===== src/rtl/fifo_wr_arbiter_pkg.sv =====
// Shared types and width helpers for the FIFO write-side arbiter and its pickers.
package fifo_arb_pkg;

    typedef enum logic [1:0] {
        IDLE       = 2'd0,
        ISSUE      = 2'd1,
        CHECK      = 2'd2,
        WAIT_SPACE = 2'd3
    } arb_state_t;

    localparam int DEF_NUM_REQ    = 4;
    localparam int DEF_FIFO_WIDTH = 16;
    localparam int DEF_CNT_WIDTH  = 16;
    localparam int IDX_W          = $clog2(DEF_NUM_REQ);

    // Index width for n requesters, never below one bit.
    function automatic int idx_w(input int n);
        return (n <= 2) ? 1 : $clog2(n);
    endfunction

endpackage


===== src/rtl/fifo_wr_arbiter_rr_pick.sv =====
// Combinational round-robin search: first set bit of req starting at ptr, wrapping at N.
module rr_pick #(
    parameter int N = 4,
    parameter int W = 2
) (
    input  logic [N-1:0] req,
    input  logic [W-1:0] ptr,
    output logic         found,
    output logic [W-1:0] index
);

    always_comb begin
        int cand;
        found = 1'b0;
        index = '0;
        cand  = 0;
        // Walk offsets from far to near so the closest hit to ptr is the one kept.
        for (int i = N - 1; i >= 0; i--) begin
            cand = int'(ptr) + i;
            if (cand >= N) begin
                cand = cand - N;
            end
            if (req[cand]) begin
                found = 1'b1;
                index = W'(cand);
            end
        end
    end

endmodule


===== src/rtl/fifo_wr_arbiter.sv =====
// Round-robin arbiter sharing one FIFO write port among NUM_REQ valid/ready producers,
// retrying a rejected word once the FIFO reports space.
//
// state      | meaning
// IDLE       | waiting for a valid request while the FIFO is not full
// ISSUE      | wr_en high for one cycle with the latched word
// CHECK      | FIFO's registered wr_ack/overflow is valid this cycle
// WAIT_SPACE | write rejected; grant held until full drops
module fifo_wr_arbiter
    import fifo_arb_pkg::*;
#(
    parameter  int NUM_REQ    = DEF_NUM_REQ,
    parameter  int FIFO_WIDTH = DEF_FIFO_WIDTH,
    parameter  int CNT_WIDTH  = DEF_CNT_WIDTH,
    localparam int IW         = idx_w(NUM_REQ)
) (
    input  logic                          clk,
    input  logic                          rst,
    input  logic [NUM_REQ-1:0]            req_valid,
    input  logic [NUM_REQ*FIFO_WIDTH-1:0] req_data,
    output logic [NUM_REQ-1:0]            req_ready,
    output logic                          wr_en,
    output logic [FIFO_WIDTH-1:0]         data_in,
    input  logic                          wr_ack,
    input  logic                          overflow,
    input  logic                          full,
    output logic [IW-1:0]                 grant_id,
    output logic                          busy,
    output logic [CNT_WIDTH-1:0]          retry_cnt
);

    arb_state_t            state;
    logic [IW-1:0]         rr_ptr;
    logic [FIFO_WIDTH-1:0] data_q;
    logic                  pick_found;
    logic [IW-1:0]         pick_idx;
    logic [FIFO_WIDTH-1:0] pick_data;
    logic [IW-1:0]         next_ptr;

    rr_pick #(
        .N (NUM_REQ),
        .W (IW)
    ) u_pick (
        .req   (req_valid),
        .ptr   (rr_ptr),
        .found (pick_found),
        .index (pick_idx)
    );

    assign pick_data = req_data[int'(pick_idx)*FIFO_WIDTH +: FIFO_WIDTH];
    // Explicit compare keeps the wrap correct for non-power-of-two NUM_REQ.
    assign next_ptr  = (grant_id == IW'(NUM_REQ - 1)) ? '0 : grant_id + IW'(1);

    always_ff @(posedge clk) begin
        if (rst) begin
            state     <= IDLE;
            rr_ptr    <= '0;
            grant_id  <= '0;
            data_q    <= '0;
            retry_cnt <= '0;
        end else begin
            case (state)
                IDLE: begin
                    if (pick_found && !full) begin
                        grant_id <= pick_idx;
                        data_q   <= pick_data;
                        state    <= ISSUE;
                    end
                end
                ISSUE: state <= CHECK;
                CHECK: begin
                    if (wr_ack) begin
                        rr_ptr <= next_ptr;
                        state  <= IDLE;
                    end else begin
                        if (retry_cnt != '1) begin
                            retry_cnt <= retry_cnt + CNT_WIDTH'(1);
                        end
                        state <= WAIT_SPACE;
                    end
                end
                WAIT_SPACE: begin
                    if (!full) begin
                        state <= ISSUE;
                    end
                end
                default: state <= IDLE;
            endcase
        end
    end

    // req_ready is masked by rst so an abandoned grant never completes its handshake.
    always_comb begin
        req_ready = '0;
        if (state == CHECK && wr_ack && !rst) begin
            req_ready[grant_id] = 1'b1;
        end
    end

    assign wr_en   = (state == ISSUE);
    assign busy    = (state != IDLE);
    assign data_in = data_q;

    a_ack_ovf_exclusive : assert property (@(posedge clk) disable iff (rst)
        !(state == CHECK && wr_ack && overflow));

endmodule


===== config.mk =====
export PLATFORM = sky130hd
export DESIGN_NAME = fifo_wr_arbiter
export DESIGN_NICKNAME = d
export VERILOG_FILES = /design/src/rtl/fifo_wr_arbiter_pkg.sv /design/src/rtl/fifo_wr_arbiter_rr_pick.sv /design/src/rtl/fifo_wr_arbiter.sv
export SDC_FILE = /design/constraint.sdc
export NUM_CORES = 1
export LEC_CHECK = 0
export CORE_ASPECT_RATIO = 1.5
export CORE_MARGIN = 8
export CORE_UTILIZATION = 50
export CTS_CLUSTER_SIZE = 24
export DETAILED_ROUTE_END_ITERATION = 7
export DONT_BUFFER_PORTS = 1
export GPL_ROUTABILITY_DRIVEN = 1
export SLEW_MARGIN = 5
export SYNTH_ARGS = -nofsm -noshare
export SYNTH_HDL_FRONTEND = slang
export SYNTH_SLANG_ARGS = --single-unit

===== constraint.sdc =====
create_clock -name clk -period 3.9 [get_ports clk]
set_input_delay 0.195 -clock clk [delete_from_list [all_inputs] [get_ports clk]]
set_output_delay 0.195 -clock clk [all_outputs]
set_load 0.005 [all_outputs]

; ---- After elaboration in Yosys (flattened, before gate mapping)
; Index checks and enable logic that the tools add are counted.
; Widths: inputs -> output; s select.
[classes]
bitwise = 1
mux = 32
magnitude_cmp = 10
n_reduce_logical = 12
addsub = 9
shift = 1
n_eq_ne = 7
[ops]
columns = operator, n
row1 = $lt 32x4->1 const B, 4
row2 = $mux 32, 4
row3 = $ge 32x4->1 const B, 3
row4 = $sub 32x4->32 const B, 3
row5 = $shiftx 64x7->16, 1
row6 = $add 16x1->16 const B, 1
row7 = $mux 2, 8
row8 = $ne 16x16->1 const B, 1
row9 = $mux 1, 13
row10 = $bmux 1 s2, 4
row11 = $pmux 2 s4, 1
row12 = $add 2x2->3 const B, 2
row13 = $eq 2x2->1 const B, 3
row14 = $reduce_and 2->1, 3
row15 = $logic_and 1x1->1, 4
row16 = $mux 4, 1
row17 = $ne 2x2->1 const B, 2
row18 = $sub 2x3->4 const B, 1
row19 = $add 2x1->3 const B, 1
row20 = $ge 2x3->1 const B, 1
row21 = $lt 2x3->1 const B, 1
row22 = $reduce_and 3->1, 1
row23 = $add 2x1->2 const B, 1
row24 = $demux 1 s2, 1
row25 = other kinds (6), 7
[totals]
input_bits = 73
output_inout_bits = 40
wordCells = 77
ff_bits = 38

; ---- Longest topological paths before layout
[logic_depth]
word_depth = 13
depth_mapped = 8
depth_no_buf = 7

; ---- Modules after synthesis
; Synthesis repeated with hierarchy kept, for this count alone.
[hier_totals]
hier_cells = 250
hier_area_um2 = 2228.4
[modules_own_cells]
columns = module, instances, area_per_inst_um2, seq_area_each_um2, cells_per_inst
row1 = fifo_wr_arbiter, 1, 2150.8, 760.7, 237
row2 = rr_pick, 1, 77.6, 0.0, 13

; ---- Least setup slack after synthesis
; OpenSTA, ideal clock, no wires.
[synth_timing]
path_kind = reg2reg
from = register state[0]
to = register data_q[10] (netlist: data_in[10])
n_path_buf = 2
stages_incl_launch_ff = 9
arrival_time_ps = 1662
setup_ps = 79
synth_period_minus_slack_ps = 1740
slack_ps = 2160
t_required_ps = 3821
path_cell_list = dfxtp_1 inv_1 ha_1 inv_1 nor3_4 or3b_1 buf_2 buf_6 o221ai_2
[synth_via]
elab_chain_len = 2
[synth_rtl]
columns = element, line_no
row1 = start: declaration, fifo_wr_arbiter.sv:32  ; arb_state_t state;
row2 = start signal: assignment, fifo_wr_arbiter.sv:56  ; state <= IDLE;
row3 = start signal: assignment, fifo_wr_arbiter.sv:67  ; state <= ISSUE;
row4 = start signal: assignment, fifo_wr_arbiter.sv:70  ; ISSUE: state <= CHECK;
row5 = $logic_not 2->1, fifo_wr_arbiter.sv:62  ; case (state)
row6 = $reduce_and 2->1 (no line), -
row7 = end signal: assignment, fifo_wr_arbiter.sv:66  ; data_q <= pick_data;
row8 = end: declaration, fifo_wr_arbiter.sv:34  ; logic [FIFO_WIDTH-1:0] data_q;
; Every way passes these cells.
; A chain may end at the register's enable or synchronous reset.

; ---- Final worst setup path
[layout_timing]
from = register state[0]
to = register data_q[2] (netlist: data_in[2])
; Same word-level chain as after synthesis.

==> impl_results.md <==
* Global Route Usage Sum at 16.30%
* Fraction of layout instances using a drive strength above 1 at 10.33%
* Pre-CTS WS at 1738 ps
* Syn Nets at 326
* Maxcap violations at 0
* Die Height at 98.41 um
* Routed Antenna Nets at 0
* Final Net Count at 324
* Insertion delay to the later sink of the worst-skew pair at 280 ps
* FF-to-FF End: data_in[2]$_SDFFE_PP0P_
* Clock power share at 31.0%
* Yosys warning count at 0
* CTS tree: done
* Slack of the critical path at 1779 ps
* Die ar. at 0.006980 mm^2
* Num CTS Buffers at 5
* Worst setup startpoint: state[0]$_SDFFE_PP0P_
* WP data arrival at 2310 ps
* Synthesis-stage register bit count at 38
* Largest net degree at the start of global routing at 34
* Initial antenna violation count at 0
* Post-synthesis mux area share at 15.98%
* Post-CTS resize count at 0
* HP Class: primary input to register
* Drt pass-1 iters at 4
* Sequential share of power at 53.9%
* Seq/Total Area, Yosys at 33.61%
* Combinational cell fraction of total power at 15.1%
* Core area at 0.004429 mm^2
* Hold Slack at 75.38 ps
* Max Root-Sink Buffers at 2
* Post-Synth XOR/XNOR Area at 4.256%
* Commonest non-fill, non-tap cells in the layout: dfxtp_1, mux2i_1, nand2_1
* Sw frac at 26.79%
* Post-synth top area cell: dfxtp_1
* Setup_tns at 0 ps
* Post-synthesis simple-gate area fraction at 20.90%
* Worst R2R Setup Slack at 1780 ps
* Final instance area at 0.002351 mm^2
* Vias in the first global route at 1872
* Run status: completed
* FFs w/ async S/R, synth at 0%
* EDFF count, synth at 0
* Yosys top cell area share at 33.61%
* Vias at 1774
* Main combinational cell family by area after synthesis: simple AND/OR/NAND/NOR gates
* Post-cts hold buffer count at 1
* Port-buffer cells at 0
* Required @ worst endpoint at 4090 ps
* # diodes at 0
* WL/cell at 19.18 um
* Min cycle time layout at 2121 ps
* FMAX at 471.5 MHz
* CTS H-Tree Depth at 2
* Clock-pin slew on the worst setup and hold paths at 70 ps
* Syn Area/Cell at 9.276 um^2
* RePlAce Congestion at 0.7983
* Adder-cell share of the synthesized area at 4.975%
* Power Density at 341.5 mW/mm^2
* Placed Area at 0.002265 mm^2
* Final wirelength at 5562 um
* Distinct cells, synth at 41
* Worst Max-Slew Pin Slew at 808.2 ps
* Maximum VDD drop at 0.0001764 V
* First-pass GRT wire length at 9335 um
* Die X at 70.94 um
* Layout area overhead at 3.869%
* Gr ovfl total at 0
* Setup violators final at 0
* Lkg Pwr at 0.8079 nW
* Clock sink count at 38
* Period utilization at 54.38%
* Synth Area in Compound Gates at 15.53%
* Rel. slew slack at 45.94%
* Crit end category: register
* Area contributors post-synth: dfxtp_1, mux2i_1, o221ai_2
* CP Class: register to register
* Netlist Area Pre-Place at 0.002263 mm^2
* RSZ-0062 raised after global routing: no
* Clock Skews at 4.069 ps
* Rows at 30
* Root Buffer: clkbuf_8
* RR Startpoint: state[0]$_SDFFE_PP0P_
* Post-synthesis cell count at 244
* IO Count at 113
* Pins over their slew limit at 0
* Fillcell total at 421
* DP HPWL at 4331 um
* Post-CTS setup buffers at 0
* CP max FO at 16
* Commonest non-fill, non-tap cell in the layout: dfxtp_1
* DRC Markers at 0
* Dominant synthesized flop cell: dfxtp_1
* Vias per inst at 6.117
* Fin. Hold Viols at 0
* Switching pwr at 215.1 uW
* Type of origin of the critical path: register
* Pint at 587.7 uW
* Initial Util at 51.10%
* R2R cell count at 6
* Worst setup endpoint: data_in[2]$_SDFFE_PP0P_
* Drt initial violations at 60
-- Yosys cell counts (2+ instances only) --
library cell,instances
xor2_1,6
ha_1,9
and4_1,2
mux2i_1,35
xnor2_1,5
o221ai_2,11
nand2_1,26
o221ai_1,5
nand3_1,7
dfxtp_1,38
a21oi_1,10
nor2_1,23
o21ai_0,4
nand4_1,7
clkbuf_1,4
a211oi_1,2
buf_6,3
nor3_1,7
and2_1,5
buf_4,2
and4b_1,2
inv_1,9
buf_2,2
nand2b_1,3
-- through the flow --
step,power (mW),instances,utilization [%]
6_report,0.8028,290,53.08
5_1_grt,0.8512,290,53.08
4_1_cts,0.8253,290,53.08
3_5_place_dp,0.5632,282,51.13
3_3_place_gp,0.5595,282,51.13
2_1_floorplan,0.5445,244,-
-- metal layers --
| metal | up-vias | part of all wire, % | track usage (%) |
|---|---|---|---|
| met5 | - | 0 | 0 |
| met4 | 0 | 2.2 | 6.602 |
| met3 | 8 | 13 | 8.718 |
| met2 | 82 | 52 | 29.03 |
| met1 | 806 | 33 | 14.93 |
| li1 | 878 | - | - |
-- state kept, by name, indices dropped and copies added, names as in the netlist --
signal,flops
data_in,16
state,2
rr_ptr,2
retry_cnt,16
grant_id,2
-- worst min-delay path by stage --
| stage | cells after the start | startpoint | slack [ps] | end |
|---|---|---|---|---|
| after global placement | 1 | rst | 270 | rr_ptr[1]$_SDFFE_PP0N_ |
| final | 2 | wr_ack | 80 | rr_ptr[1]$_SDFFE_PP0N_ |
| after floorplan | 2 | wr_ack | 360 | rr_ptr[1]$_SDFFE_PP0N_ |
| after global routing | 2 | wr_ack | 80 | rr_ptr[1]$_SDFFE_PP0N_ |
| after CTS | 2 | wr_ack | 60 | rr_ptr[1]$_SDFFE_PP0N_ |
| after detailed placement | 1 | rst | 270 | retry_cnt[11]$_SDFFE_PP0P_ |
-- area by class of cell --
class | count | area, um^2 | area share, %
timing repair buffer | 2 | 17.52 | 0.7451
sequential | 38 | 760.7 | 32.36
inverter | 9 | 33.78 | 1.437
multi-input combinational | 186 | 1403 | 59.66
clock buffer | 7 | 76.32 | 3.246
tap | 48 | 60.06 | 2.555
-- power by group through the flow --
stage          sequential, mW  combinational [mW]  clock, mW
3_3_place_gp            0.443               0.117          0
5_1_grt                 0.436               0.139      0.276
3_5_place_dp            0.443               0.121          0
4_1_cts                 0.433               0.125      0.267
2_1_floorplan           0.435               0.109          0
6_report                0.433               0.122      0.249
-- worst max-delay path, cell delays in order, from the launching register on --
cell and delay, ps:
dfxtp_1 340, inv_1 90, ha_1 150, inv_1 90, nor3_4 340, or3b_1 710, o221ai_1 300
-- logic make-up after synthesis --
family                     Yosys count
AOI/OAI and AO/OA                   38
xor gates and xnor gates            11
adders and majority gates            9
buffers and inverters               20
DFF                                 38
muxes                               36
and+or+nand+nor                     92
(Power assumes the default switching activity.)
